[src/rtl/password_programmer.sv]
// Enrollment side of the switch-password lock: captures a 4-step switch
// sequence on debounced sample ticks and commits it to seq_code.
module password_programmer #(
  parameter int unsigned DIV         = 50000,
  parameter logic [15:0] DEFAULT_SEQ = 16'h0271
) (
  input  logic        clk,
  input  logic        rst,
  input  logic        prog_en,
  input  logic [9:0]  codigo,
  output logic [15:0] seq_code,
  output logic        seq_update,
  output logic [3:0]  leds,
  output logic [6:0]  HEX0,
  output logic [6:0]  HEX1,
  output logic [6:0]  HEX2,
  output logic [6:0]  HEX3,
  output logic [6:0]  HEX4
);

  localparam int unsigned CW = (DIV > 1) ? $clog2(DIV) : 1;

  localparam logic [6:0] SEG_BLANK = 7'b1111111;
  localparam logic [6:0] SEG_P     = 7'b0001100;
  localparam logic [6:0] SEG_E     = 7'b0000110;
  localparam logic [6:0] SEG_D     = 7'b0100001;

  typedef enum logic [2:0] {
    S_IDLE, S_WAIT_CLEAR, S_ENTRY, S_DONE, S_ERROR
  } state_t;

  function automatic logic [6:0] seg7(input logic [3:0] d);
    case (d)
      4'd0:    seg7 = 7'b1000000;
      4'd1:    seg7 = 7'b1111001;
      4'd2:    seg7 = 7'b0100100;
      4'd3:    seg7 = 7'b0110000;
      4'd4:    seg7 = 7'b0011001;
      4'd5:    seg7 = 7'b0010010;
      4'd6:    seg7 = 7'b0000010;
      4'd7:    seg7 = 7'b1111000;
      4'd8:    seg7 = 7'b0000000;
      4'd9:    seg7 = 7'b0010000;
      default: seg7 = SEG_BLANK;
    endcase
  endfunction

  logic [9:0]      codigo_s1_q, codigo_s1_d, codigo_s2_q, codigo_s2_d;
  logic            prog_s1_q, prog_s1_d, prog_s2_q, prog_s2_d;
  logic [CW-1:0]   cnt_q, cnt_d;
  logic [9:0]      cur_q, cur_d, prev_q, prev_d;
  logic            evt_q, evt_d;
  state_t          state_q, state_d;
  logic [1:0]      k_q, k_d;
  logic [15:0]     shadow_q, shadow_d;
  logic [15:0]     seq_q, seq_d;
  logic            upd_q, upd_d;
  logic [3:0]      leds_q, leds_d;
  logic [4:0][6:0] hex_q, hex_d;

  logic            tick;
  logic [9:0]      rise, fall;
  logic [3:0]      rise_idx;

  always_comb begin
    codigo_s1_d = codigo;
    codigo_s2_d = codigo_s1_q;
    prog_s1_d   = prog_en;
    prog_s2_d   = prog_s1_q;
    tick        = (cnt_q == CW'(DIV - 1));
    cnt_d       = tick ? '0 : cnt_q + CW'(1);
    cur_d       = tick ? codigo_s2_q : cur_q;
    prev_d      = tick ? cur_q : prev_q;
    evt_d       = tick;
    rise        = cur_q & ~prev_q;
    fall        = prev_q & ~cur_q;
    rise_idx    = '0;
    for (int unsigned i = 0; i < 10; i++) begin
      if (rise[i]) rise_idx = 4'(i);
    end
  end

  // Abort is checked every clk and overrides anything the sample tick would do.
  always_comb begin
    state_d  = state_q;
    k_d      = k_q;
    shadow_d = shadow_q;
    seq_d    = seq_q;
    upd_d    = 1'b0;
    leds_d   = leds_q;
    hex_d    = hex_q;
    if (state_q != S_IDLE && !prog_s2_q) begin
      state_d  = S_IDLE;
      k_d      = '0;
      shadow_d = '0;
      leds_d   = '0;
      hex_d    = '1;
    end else if (evt_q) begin
      case (state_q)
        S_IDLE: begin
          if (prog_s2_q) begin
            state_d  = S_WAIT_CLEAR;
            hex_d[4] = SEG_P;
          end
        end
        S_WAIT_CLEAR: begin
          if (cur_q == '0) begin
            state_d  = S_ENTRY;
            k_d      = '0;
            shadow_d = '0;
          end
        end
        S_ENTRY: begin
          if (fall != '0 || $countones(rise) > 1) begin
            state_d  = S_ERROR;
            leds_d   = 4'b1010;
            hex_d[4] = SEG_E;
          end else if (rise != '0) begin
            shadow_d[{k_q, 2'b00} +: 4] = rise_idx;
            leds_d[k_q]                 = 1'b1;
            hex_d[{1'b0, k_q}]          = seg7(rise_idx);
            if (k_q == 2'd3) begin
              state_d  = S_DONE;
              seq_d    = shadow_d;
              upd_d    = 1'b1;
              hex_d[4] = SEG_D;
            end else begin
              k_d = k_q + 2'd1;
            end
          end
        end
        default: ;
      endcase
    end
  end

  always_ff @(posedge clk or negedge rst) begin
    if (!rst) begin
      codigo_s1_q <= '0;
      codigo_s2_q <= '0;
      prog_s1_q   <= 1'b0;
      prog_s2_q   <= 1'b0;
      cnt_q       <= '0;
      cur_q       <= '0;
      prev_q      <= '0;
      evt_q       <= 1'b0;
      state_q     <= S_IDLE;
      k_q         <= '0;
      shadow_q    <= '0;
      seq_q       <= DEFAULT_SEQ;
      upd_q       <= 1'b0;
      leds_q      <= '0;
      hex_q       <= '1;
    end else begin
      codigo_s1_q <= codigo_s1_d;
      codigo_s2_q <= codigo_s2_d;
      prog_s1_q   <= prog_s1_d;
      prog_s2_q   <= prog_s2_d;
      cnt_q       <= cnt_d;
      cur_q       <= cur_d;
      prev_q      <= prev_d;
      evt_q       <= evt_d;
      state_q     <= state_d;
      k_q         <= k_d;
      shadow_q    <= shadow_d;
      seq_q       <= seq_d;
      upd_q       <= upd_d;
      leds_q      <= leds_d;
      hex_q       <= hex_d;
    end
  end

  assign seq_code   = seq_q;
  assign seq_update = upd_q;
  assign leds       = leds_q;
  assign HEX0       = hex_q[0];
  assign HEX1       = hex_q[1];
  assign HEX2       = hex_q[2];
  assign HEX3       = hex_q[3];
  assign HEX4       = hex_q[4];

endmodule

[config.mk]
export PLATFORM = sky130hd
export DESIGN_NAME = password_programmer
export DESIGN_NICKNAME = d
export VERILOG_FILES = /design/src/rtl/password_programmer.sv
export SDC_FILE = /design/constraint.sdc
export NUM_CORES = 1
export LEC_CHECK = 0
export BUFFER_PORTS_ARGS = -buffer_cell sky130_fd_sc_hd__buf_4
export CORE_AREA = 4 4 105 107
export CTS_BUF_LIST = sky130_fd_sc_hd__clkbuf_4 sky130_fd_sc_hd__clkbuf_8
export DETAILED_ROUTE_END_ITERATION = 12
export DIE_AREA = 0 0 109 111
export GPL_ROUTABILITY_DRIVEN = 0
export GPL_TIMING_DRIVEN = 0
export PLACE_DENSITY = 0.79
export SETUP_SLACK_MARGIN = 0.05
export SLEW_MARGIN = 20
export SYNTH_ARGS = -nofsm -noshare
export SYNTH_HDL_FRONTEND = slang
export SYNTH_SLANG_ARGS = --single-unit
[constraint.sdc]
create_clock -name clk -period 6.4 [get_ports clk]
set_clock_uncertainty 0.2 [all_clocks]
set_input_delay 0 -clock clk [delete_from_list [all_inputs] [get_ports clk]]
set_output_delay 0 -clock clk [all_outputs]
set_load 0.03 [all_outputs]
# == Word-level counts from Yosys, hierarchy flattened ==
# Memory sizes are Yosys's and may differ from the RTL's.
# Index checks and enable logic that the tools add are counted.
# totals
memories,1
word_cells,144
romBits,112
reg_bits,136
output_inout_bits,56
# classes
reduce_logical,24
addsub,12
n_eq_ne,12
n_shift,2
mux,62
n_bitwise,7
magnitude_cmp,5
# memory_table
name,words,word_bits,read_ports,rd_ports_with_merged_regs,wr,line_no,source
(name not given),16,7,1,0,0,33,case (d)
# ops
operator,count
35-bit two-way mux,3
16-bit two-way mux,6
7-bit two-way mux,9
28-bit two-way mux,2
4-bit two-way mux,12
35-bit bitwise mux,1
16-bit case mux with 2 select lines,1
3-bit two-way mux,7
10-bit bitwise AND,2
10-bit inverter,2
10-bit nonzero test,2
6-bit AND reduction,3
16-bit by 1-bit adder with 16-bit output (second input constant),1
16-bit bitwise mux,1
16-bit == test (second input constant),1
4-bit by 6-bit variable shift with 16-bit output (first input constant),1
4-bit by 6-bit variable part select with 16-bit output,1
3-bit inequality test (second input constant),5
7-bit demux with 2-bit select,1
2-bit two-way mux,7
7-bit case mux with 2 select lines,1
3-bit nonzero test,4
1-bit by 1-bit adder with 2-bit output,5
10-bit logical NOT,1
other kinds (29),45

# == Logic depth before layout (Yosys ltp) ==
# Gate-level depths: netlist (run 1).
# An unclocked memory read counts as a cell.
# depth
depth_word,24
ltp_mapped,17
depth_no_buf,15

# == Least setup slack after synthesis (run 1) ==
# OpenSTA, ideal clock, no wires.
# synth_timing
kind,register to register
startpoint,register cur_q[5]
endpoint,register hex_q (netlist bit HEX0[0])
arrival_time_ps,4593
path_stages_with_launch,15
path_buffers,1
t_required_ps,6125
path_slack_ps,1532
cell_sequence,dfrtp_1 nor2b_1 fa_1 inv_1 fa_1 fa_1 inv_1 ha_1 fa_1 or4_1 a2111oi_4 buf_4 nand2_2 a21oi_4 a2bb2oi_1
# synth_between
elab_chain_len,18
word_cells_on_any_way,31
cone_classes,add/sub (4); order compare (1); eq/ne (1); mux (16); bitwise (3); reduce/logical (5); memory (1)
# synth_lines
element,line_no,source
"start, declared",51,"logic [9:0] cur_q, cur_d, prev_q, prev_d;"
"start signal, assigned",160,cur_q <= cur_d;
10-bit bitwise AND,75,rise = cur_q & ~prev_q;
4-bit two-way mux (5 in series),79,if (rise[i]) rise_idx = 4'(i);
memory read 16 x 7 bit,--,
7-bit two-way mux,118,end else if (rise != '0) begin
7-bit two-way mux,114,if (fall != '0 || $countones(rise) > 1) begin
7-bit two-way mux,99,case (state_q)
7-bit two-way mux,98,end else if (evt_q) begin
7-bit two-way mux,92,if (state_q != S_IDLE && !prog_s2_q) begin
35-bit bitwise mux,121,"hex_d[{1'b0, k_q}] = seg7(rise_idx);"
35-bit two-way mux,118,
28-bit two-way mux,114,
28-bit two-way mux,99,
35-bit two-way mux,98,
35-bit two-way mux,92,
"end signal, assigned",153,hex_q <= '1;
"end signal, assigned",169,hex_q <= hex_d;
"end, declared",59,"logic [4:0][6:0] hex_q, hex_d;"
# Several ways; a longest one is shown, not always the timed one. The select of a mux whose other input is x is not followed.
# A chain may end at the register's enable or synchronous reset.

# == Worst setup path after layout (run 1) ==
# layout_timing
startpoint,register cur_q[5]
endpoint,"register seq_q[7], in the netlist seq_code[7]"
# layout_between
elab_chain_len,9
word_cells_on_any_way,20
cone_classes,add/sub (4); order compare (1); shift (1); mux (6); bitwise (4); reduce/logical (4)
# layout_lines
element,line_no,source
10-bit bitwise AND,75,
1-bit by 1-bit adder with 2-bit output (implied by the code),114,
2-bit by 2-bit adder with 3-bit output (implied by the code),114,
3-bit by 3-bit adder with 4-bit output (implied by the code),114,
4-bit by 2-bit adder with 5-bit output (implied by the code),114,
5-bit by 1-bit > comparator with 1-bit output,114,
1-bit logical OR,114,
1-bit inverter (no line),--,
6-bit AND reduction (no line),--,
"end signal, assigned",166,seq_q <= seq_d;
"end, declared",56,"logic [15:0] seq_q, seq_d;"
# Several ways; a longest one is shown, not always the timed one.

==> results of run 1 <==
## final cells by class
class | instances | share of cell area
multi-input cells | 386 | 0.342
clock buffers | 21 | 0.0372
inverters | 24 | 0.0121
clock inverters | 9 | 0.0108
well taps | 136 | 0.0229
flip-flops and latches | 134 | 0.458
plain buffers | 17 | 0.0104
repair buffers | 93 | 0.107
## cell families after synthesis
kind of cell,synth area share
compound gates,0.154
xor+xnor,0.0187
fa+ha+maj,0.0567
simple gates,0.178
flops,0.558
mux,0.00657
buf+inv,0.0275
## power breakdown
group	switching, uW	total [uW]	internal [uW]
sequential	1.84	857	855
combinational	21.1	38.6	17.5
clock	308	636	328
total	331	1530	1200
## per-stage QoR
stage / worst slack (ns) / instances / instance area [sq um] / power [uW] / utilization
after global routing: 0.510 / 820 / 7420 / 1590 / 0.732
final: 0.827 / 820 / 7420 / 1530 / 0.732
after global placement: 0.974 / 765 / 6770 / 894 / 0.668
after CTS: 0.812 / 820 / 7420 / 1540 / 0.732
after detailed placement: 0.833 / 766 / 6810 / 897 / 0.672
after floorplan: 1.53 / 561 / 6090 / 873 / -
## worst register-to-register path: stages, from the launching register on
cell and delay, ns:
dfrtp_1 0.41, nor2b_1 0.41, fa_1 0.46, inv_1 0.07, fa_1 0.45, fa_1 0.56
inv_1 0.05, ha_1 0.21, fa_1 0.44, or4_1 0.58, a2111oi_4 0.72, nand4_1 0.38
clkbuf_1 0.32, nand2_1 0.13, o21ai_1 0.07
## sequential cells by signal, indices dropped and copies added, names as in the netlist, 5 cells and up
name,count
HEX0,7
HEX1,7
HEX2,7
HEX3,7
HEX4,5
cnt_q,16
codigo_s1_q,10
codigo_s2_q,10
cur_q,10
prev_q,10
seq_code,16
shadow_q,16
## layer usage
layer  routed length (um)  track usage  vias up
met5                    0            0        -
met4                  264       0.0960        0
met3                  655       0.0617       24
met2                 7190        0.425      127
met1                 5400        0.290     2268
li1                     -            -     2170
## Yosys cell counts, types with 3 or more instances
master     instances
dfrtp_1           96
and3_1             7
o32a_1             7
o21ai_0            8
xnor2_1            6
a2bb2oi_1         10
a32o_1             8
o21ai_1           24
clkbuf_1          11
nor3_1             5
nand4_1            6
nor2b_1           30
nor4_1             3
a31oi_1            4
nand3_1           11
mux2i_1            4
a21o_1             4
dfstp_2           38
nand2b_1           8
a21oi_1           23
buf_4              3
a22o_1             9
nor2_1            27
and2_1             6
inv_1             22
o22a_1            11
ha_1              18
xor2_1             7
fa_1               6
or2_2              3
nand2_1           96
## path summary, 6_finish.rpt
kind / from / to / slack [ns] / cells past startpoint
worst max-delay path: cur_q[5] / seq_code[7] / 0.83 / 14
worst min-delay path: rst / seq_code[5] / 0.12 / 2
worst max register to register: cur_q[5] / seq_code[7] / 0.83 / 14
worst min register to register: prog_s1_q / prog_s2_q / 0.15 / 0
max in group asynchronous: rst / HEX4[3] / 5.49 / 3
min in group clk: prog_s1_q / prog_s2_q / 0.15 / 0
==> summary.md, run 1 <==
| Metric | Value |
|---|---|
| # IOs | 69 |
| Grt ovf | 0 |
| Core outline area | 10100 sq um |
| Largest cells by area after synthesis | dfrtp_1 (39%), dfstp_2 (16%), nand2_1 (5.9%), ha_1 (3.7%), nor2b_1 (3.1%) |
| Final hold slack | 0.120 ns |
| Crit path time final | 5.57 ns |
| Slew Limit Fails | 0 |
| Reg area | 3400 sq um |
| Hold-fix buffers, CTS | 24 |
| Most used cell, CP | fa_1 |
| Vias in the first global route | 4785 |
| Crit start category | register |
| WL per Instance | 16.5 um |
| Via count | 4589 |
| Synth async-reset ratio | 1.00 |
| Crit-path cells | nor2b_1 -> fa_1 -> inv_1 -> fa_1 -> fa_1 -> inv_1 -> ha_1 -> fa_1 -> or4_1 -> a2111oi_4 -> nand4_1 -> clkbuf_1 -> nand2_1 -> o21ai_1 |
| Via density | 5.60 |
| Die area | 12100 sq um |
| Tcrit/Tclk final | 0.871 |
| Clock tree buffer depth | 2 |
| Final setup fails | 0 |
| Post-synthesis sequential area ratio | 0.558 |
| Max_cap viols | 0 |
| # H-tree levels | 4 |
| Leak pwr | 0.00354 uW |
| GR Util All Layers | 0.246 |
| Most frequent cells in the layout | nand2_1 (96), dfrtp_1 (96), buf_4 (70), dfstp_2 (38), nor2b_1 (30) |
| Yosys reg bits | 134 |
| Final hold viol count | 0 |
| Hpwl dp | 9040 um |
| Critical path class | reg -> reg |
| Fmax | 179 MHz |
| Area delta synth->final | 21.8% |
| Peak VDD IR | 0.236 mV |
| Synthesis warning total | 0 |
| Setup TNS | 0 ns |
| Critical Path RT | 6.51 ns |
| Fillers | 706 |
| Row count | 37 |
| First-pass GRT wire length | 23100 um |
| DRC violations left | 0 |
| # resized after CTS | 0 |
| Final net count | 710 |
| Crit-path max cell delay | 0.72 ns |
| Worst-path maximum fanout | 10 |
| Area of the multi-input gates | 2540 sq um |
| TritonRoute pass-1 iters | 5 |
| Clock transition at the registers of the reported paths | 0.07 ns |
| # diodes | 0 |
| Share of the synthesized area in the top cell type | 0.394 |
| Synth Cell Area | 6090 sq um |
| Worst path top cell family by delay | adder cells |
| Cells after synthesis | 561 |
| # clock sinks | 134 |
| Pin count of the biggest net entering global routing | 74 |
| Unrepaired setup endpoints after global routing | no |
| Hold Crit Class | in -> async |
| Synth cell types | 60 |
| Syn nets | 598 |
| Antenna viol nets, final | 0 |
| Syn Area/Cell | 10.9 sq um |
| Die height | 111 um |
| CTS Buf Count | 17 |
| CTS tree | built |
| DRT iter0 DRCs | 190 |
| Worst slew margin | 0.452 |
| Slew @ Worst Pin | 0.816 ns |
| Total wire length | 13500 um |
| CP Capture Type | register |
| Layout cells sized above 1 | 0.241 |
| Root Buffer | clkbuf_8 |
| Buffer and inverter count on the worst path | 3 |
| Slowest CP cell | a2111oi_4 |
| Port bufs | 68 |
| Setup Buffers After CTS | 0 |
| Outcome | finished, final reports clean |
| Ys flop type | dfrtp_1 |
| PwrDens | 206 nW/um^2 |
| Biggest area consumer among synthesized cells | dfrtp_1 |
| Initial Util | 0.601 |
| Die width | 109 um |
| Worst-skew pair later-pin latency | 0.44 ns |
| Arrival time at the worst endpoint | 5.68 ns |
| Initial antenna violation count | 0 |
| Post-synth EDFFs | 0 |
Power figures use the tool's default switching activity.
==> run 2, diff against run 1 <==
Settings changed: PLACE_DENSITY 0.79 to not set, PLACE_DENSITY_LB_ADDON set to 0.05.
==> run 2 against run 1 <==
Compared with the run above: non-clock buffer count did not move; combinational power is 4% lower; clock power up 2%; final cell count increased by 0.12%; via count shrank 1.1%; cell area barely moved; count of clock-buffer cells in the layout fell by 4; critical path type unchanged.
==> summary.md, run 2 (same netlist as run 1, synthesis figures left out) <==
| Metric | Value |
|---|---|
| Outcome | finished, final reports clean |
| Slew Limit Fails | 0 |
| Arrival time at the worst endpoint | 5.66 ns |
| Vias in the first global route | 4539 |
| WL per Instance | 15.9 um |
| Worst-path maximum fanout | 10 |
| Worst slew margin | 0.445 |
| Setup Buffers After CTS | 0 |
| CTS tree | built |
| Switch Pwr | 363 uW |
| Post-route worst setup slack | 0.843 ns |
| DRC violations left | 0 |
| Flop pwr share | 0.555 |
| GR Util All Layers | 0.233 |
| Antenna viol nets, final | 0 |
| Initial antenna violation count | 0 |
| Worst slack, placed | 0.846 ns |
| Fillers | 734 |
| Leak pwr | 0.00354 uW |
| Pin count of the biggest net entering global routing | 82 |
| Combinational power share | 0.024 |
| Via count | 4539 |
| Root Buffer | clkbuf_8 |
| # H-tree levels | 4 |
| CP Capture Type | register |
| Die height | 111 um |
| Row count | 37 |
| Port bufs | 68 |
| Die width | 109 um |
| Sw frac | 0.236 |
| Critical Path RT | 6.51 ns |
| Crit path time final | 5.56 ns |
| Setup TNS | 0 ns |
| Crit-path cells | nor2b_1 -> fa_1 -> inv_1 -> fa_1 -> fa_1 -> inv_1 -> ha_1 -> fa_1 -> or4_1 -> a2111oi_4 -> nand4_1 -> clkbuf_1 -> nand2_1 -> o21ai_1 |
| Crit-path max cell delay | 0.70 ns |
| Hold Crit Class | in -> async |
| Total power | 1540 uW |
| TritonRoute pass-1 iters | 5 |
| Peak VDD IR | 0.159 mV |
| Unrepaired setup endpoints after global routing | no |
| Tcrit/Tclk final | 0.868 |
| # IOs | 69 |
| Layout cells sized above 1 | 0.241 |
| Die area | 12100 sq um |
| Slew @ Worst Pin | 0.829 ns |
| Worst-skew pair later-pin latency | 0.44 ns |
| Crit start category | register |
| Clock transition at the registers of the reported paths | 0.08 ns |
| Total wire length | 13000 um |
| P_int | 1180 uW |
| Clock share of power | 0.421 |
| First-pass GRT wire length | 22100 um |
| Final net count | 710 |
| DRT iter0 DRCs | 201 |
| Fmax | 180 MHz |
| Grt ovf | 0 |
| Most frequent cells in the layout | nand2_1 (96), dfrtp_1 (96), buf_4 (70), dfstp_2 (38), nor2b_1 (30) |
| Buffer and inverter count on the worst path | 3 |
| Worst path top cell family by delay | adder cells |
| Clock tree buffer depth | 2 |
| Via density | 5.53 |
| Final setup fails | 0 |
| # diodes | 0 |
| Critical path class | reg -> reg |
| Core outline area | 10100 sq um |
| Most used cell, CP | fa_1 |
| Hpwl dp | 8770 um |
| PwrDens | 208 nW/um^2 |
| Max_cap viols | 0 |
| CTS Buf Count | 17 |
| # clock sinks | 134 |
| Final hold viol count | 0 |
| Initial Util | 0.601 |
| Slowest CP cell | a2111oi_4 |
| Area delta synth->final | 21.8% |
run 2: changes by cell type in the layout (fill, tap and decap cells not counted), sizes merged:
cell	previous run	this run
inv	24	28
buf	76	75
clkbuf	32	28
dlygate4sd3	23	24
clkinv	4	5
run 2: area by class of cell:
type	count	area, sq um	share of cell area
Clock inverter	14	128	0.0172
Sequential cell	134	3400	0.458
Buffer	17	77.6	0.0105
Tap cell	136	170	0.0229
Timing Repair Buffer	93	786	0.106
Inverter	24	90.1	0.0121
Clock buffer	17	234	0.0315
Multi-Input combinational cell	386	2540	0.342
run 2: path summary, 6_finish.rpt:
path	slack [ns]	cells after the start	endpoint	startpoint
setup / recovery	0.84	14	seq_code[10]	cur_q[5]
hold / removal	0.07	2	seq_code[6]	rst
setup reg to reg	0.84	14	seq_code[10]	cur_q[5]
hold reg to reg	0.15	0	codigo_s2_q[2]	codigo_s1_q[2]
max in group asynchronous	4.67	3	k_q[1]	rst
min in group clk	0.15	0	codigo_s2_q[2]	codigo_s1_q[2]
run 2: routing by layer:
| metal | wire length (um) | GRT usage | vias to the layer above |
|---|---|---|---|
| met4 | 167 | 0.0800 | 0 |
| met1 | 5610 | 0.299 | 2203 |
| met2 | 6570 | 0.383 | 135 |
| li1 | - | - | 2182 |
| met5 | 0 | 0 | - |
| met3 | 672 | 0.0547 | 19 |
run 2: power groups by stage:
stage                     Combinational [uW]  Clock (uW)  Sequential, uW
final                                   37.0         649             856
after CTS                               37.2         661             856
after detailed placement                25.6           0             872
after global placement                  22.5           0             871
after floorplan                         1.27           0             871
after global routing                    42.4         704             857
run 2: metrics by stage:
| stage | cells | util | cell area (sq um) | hold WS (ns) |
|---|---|---|---|---|
| finish | 821 | 0.732 | 7420 | 0.0693 |
| global route | 821 | 0.732 | 7420 | 0.0892 |
| CTS | 821 | 0.732 | 7420 | 0.0624 |
| detailed placement | 766 | 0.673 | 6820 | -0.268 |
| global placement | 765 | 0.668 | 6770 | -0.0909 |
| floorplan | 561 | - | 6090 | -0.496 |
run 2: repair_timing:
item / 4_1_cts / 5_1_grt
hold buffers: 24 / 0
gates resized for setup: 0 / 0
hold endpoints to repair: 145 / 0
==> run 3, diff against run 2 <==
Settings changed: ABC_AREA set to 1, CORE_AREA 4 4 105 107 to 4 4 128 94, DIE_AREA 0 0 109 111 to 0 0 132 98.
==> run 3 against run 2 <==
Compared with the run above: worst setup slack better by 0.98 ns; first-iteration DRC count up 66%; count of clock-buffer cells in the layout up 1; die area up 6.9%; flip-flop and latch count unchanged; routed wire length up 11%; sequential share of layout area down 2.1 points; cell area up 4.9%; combinational power down 9.2%; register-to-register slack better by 0.98 ns; via count up 15%.
==> summary.md, run 3 <==
| Metric | Value |
|---|---|
| Outcome | finished, final reports clean |
| Crit-path cells | inv_1 -> nor2_1 -> fa_1 -> inv_1 -> fa_1 -> fa_1 -> inv_1 -> ha_1 -> fa_1 -> a21oi_1 -> nand4_1 -> nor2_4 -> nand2_1 -> nor2_4 -> inv_2 -> buf_6 -> nand2_1 -> o21ai_0 |
| Final net count | 880 |
| Area delta synth->final | 20.7% |
| Via count | 5207 |
| Initial antenna violation count | 0 |
| CP Capture Type | register |
| XOR/XNOR share of the synthesized area | 0.00679 |
| Die area | 12900 sq um |
| Via density | 5.25 |
| Final hold viol count | 0 |
| TritonRoute pass-1 iters | 5 |
| Most used cell, CP | fa_1 |
| # H-tree levels | 4 |
| Share of the synthesized area in the top cell type | 0.372 |
| Critical path class | reg -> reg |
| Syn nets | 772 |
| Fmax | 218 MHz |
| Biggest area consumer among synthesized cells | dfrtp_1 |
| Count leader, synth | nand2_1 |
| Compound-Gate Fraction of Synth Area | 0.0811 |
| Crit path time final | 4.58 ns |
| Synth async-reset ratio | 1.00 |
| Setup Buffers After CTS | 0 |
| CP startpoint | cur_q[0] |
| Row count | 32 |
| Post-synthesis mux area share | 0 |
| Clock transition at the registers of the reported paths | 0.08 ns |
| Cells after synthesis | 735 |
| Switch Pwr | 368 uW |
| Post-synth top cells | nand2_1 (258), dfrtp_1 (96), inv_1 (86), o21ai_0 (51), nor2_1 (41) |
| Arrival time at the worst endpoint | 4.69 ns |
| Worst path top cell family by delay | adder cells |
| Ys flop type | dfrtp_1 |
| Die width | 132 um |
| Worst-path maximum fanout | 10 |
| Final instance count without filler cells | 992 |
| Slowest CP cell | fa_1 |
| Flop pwr share | 0.524 |
| CTS tree | built |
| CTS Buf Count | 17 |
| Most frequent cells in the layout | nand2_1 (258), dfrtp_1 (96), inv_1 (86), buf_4 (69), o21ai_0 (51) |
| Hold-fix buffers, CTS | 19 |
| Combinational power share | 0.021 |
| Yosys reg bits | 134 |
| WL per Instance | 14.6 um |
| Synthesis warning total | 0 |
| Slew @ Worst Pin | 0.861 ns |
| Reg2Reg Depth | 18 |
| # resized after CTS | 0 |
| Setup TNS | 0 ns |
| Adder-cell share of the synthesized area | 0.0535 |
| PwrDens | 210 nW/um^2 |
| Leading cell type in the layout, fill and taps excluded | nand2_1 |
| Port bufs | 68 |
| Tcrit/Tclk final | 0.716 |
| Initial Util | 0.599 |
| Core outline area | 10800 sq um |
| Final setup fails | 0 |
| Hold Crit Class | in -> reg |
| Clock tree buffer depth | 2 |
| Vias in the first global route | 5105 |
| Crit path to | seq_code[14] |
| Crit-path max cell delay | 0.54 ns |
| Largest family of logic cells by synthesized area | simple AND/OR/NAND/NOR gates |
| Dpl cells | 940 |
| Leak pwr | 0.00403 uW |
| Reg-to-reg startpoint | cur_q[0] |
| Layout cells sized above 1 | 0.230 |
| Post-layout util | 0.723 |
| Root Buffer | clkbuf_8 |
| P_int | 1270 uW |
| Worst-skew pair later-pin latency | 0.44 ns |
| Antenna viol nets, final | 0 |
| Peak VDD IR | 0.161 mV |
| Max_cap viols | 0 |
| Worst slew margin | 0.424 |
| Post-synthesis sequential area ratio | 0.527 |
| # diodes | 0 |
| First-pass GRT wire length | 24900 um |
| Largest cells by area after synthesis | dfrtp_1 (37%), dfstp_2 (15%), nand2_1 (15%), inv_1 (5.0%), o21ai_0 (4.0%) |
| Simple-Gate Fraction of Synth Area | 0.260 |
| Final hold slack | 0.0152 ns |
| Pin count of the biggest net entering global routing | 85 |
| Synth cell types | 39 |
| DRC violations left | 0 |
| GR Util All Layers | 0.238 |
| Crit path depth | 18 |
| Buffer and inverter count on the worst path | 5 |
| Critical Path RT | 6.51 ns |
| Die height | 98 um |
| Crit start category | register |
| Cell Area, Placed | 7160 sq um |
| Synth Cell Area | 6450 sq um |
| Design area | 7780 sq um |
| FF-to-FF End | seq_code[14] |
| Unrepaired setup endpoints after global routing | no |
| Sw frac | 0.225 |
| # clock sinks | 134 |
| Clock share of power | 0.456 |
| Hpwl dp | 10300 um |
| Post-synth EDFFs | 0 |
| DRT iter0 DRCs | 333 |
| Syn Area/Cell | 8.78 sq um |
| # IOs | 69 |
| Slew Limit Fails | 0 |
| Total wire length | 14500 um |
| Grt ovf | 0 |
| R2r setup slk | 1.82 ns |
run 3: changes by cell type after synthesis, sizes merged, moves of 16 or more:
cell / before / now
nor2b: 30 / 0
nand2: 98 / 266
nand3: 12 / 28
inv: 24 / 99
nor2: 27 / 52
o21ai: 33 / 70
a21oi: 27 / 10
run 3: power by group through the flow:
stage	sequential, uW	combinational (uW)	clock [uW]
detailed placement	872	24.7	0
floorplan	872	0.372	0
CTS	857	34.2	755
global route	857	38.4	798
global placement	872	21.4	0
finish	857	33.6	745
run 3: metal layers:
| metal | vias to the layer above | wire [um] | track usage |
|---|---|---|---|
| li1 | 2518 | - | - |
| met1 | 2477 | 6840 | 0.345 |
| met2 | 178 | 6470 | 0.363 |
| met3 | 34 | 904 | 0.0551 |
| met4 | 0 | 274 | 0.0670 |
| met5 | - | 0 | 0 |
run 3: per-stage QoR:
| step | power (uW) | worst slack [ns] |
|---|---|---|
| after floorplan | 872 | 2.26 |
| after global placement | 894 | 1.89 |
| after detailed placement | 897 | 1.85 |
| after CTS | 1650 | 1.80 |
| after global routing | 1690 | 1.55 |
| final | 1640 | 1.82 |
run 3: cells by family (layout without fill, tap and decap cells):
| kind of cell | Yosys count | count (layout) |
|---|---|---|
| AO/OA/AOI/OAI | 90 | 90 |
| XOR/XNOR | 5 | 5 |
| adder cells (fa/ha/maj) | 24 | 24 |
| buffers and inverters | 110 | 231 |
| flip-flops | 134 | 134 |
| AND/OR/NAND/NOR | 372 | 372 |
run 3: area by class of cell:
| cell class | instances | area, sq um |
|---|---|---|
| tap | 136 | 170 |
| fill | 837 | 2990 |
| buffer | 11 | 78.8 |
| sequential | 134 | 3400 |
| multi-input combinational | 491 | 2590 |
| timing repair buffer | 89 | 742 |
| clock inverter | 14 | 174 |
| inverter | 99 | 379 |
| clock buffer | 18 | 248 |
run 3: how the worst min path moves through the flow:
stage	startpoint	endpoint	slack (ns)	cells after the start
2_1_floorplan	rst	cnt_q[0]	-0.50	0
3_3_place_gp	codigo[5]	codigo_s1_q[5]	-0.09	1
3_5_place_dp	rst	codigo_s2_q[5]	-0.23	1
4_1_cts	codigo[9]	codigo_s1_q[9]	0.002	2
5_1_grt	codigo[9]	codigo_s1_q[9]	0.004	2
6_report	codigo[9]	codigo_s1_q[9]	0.02	2
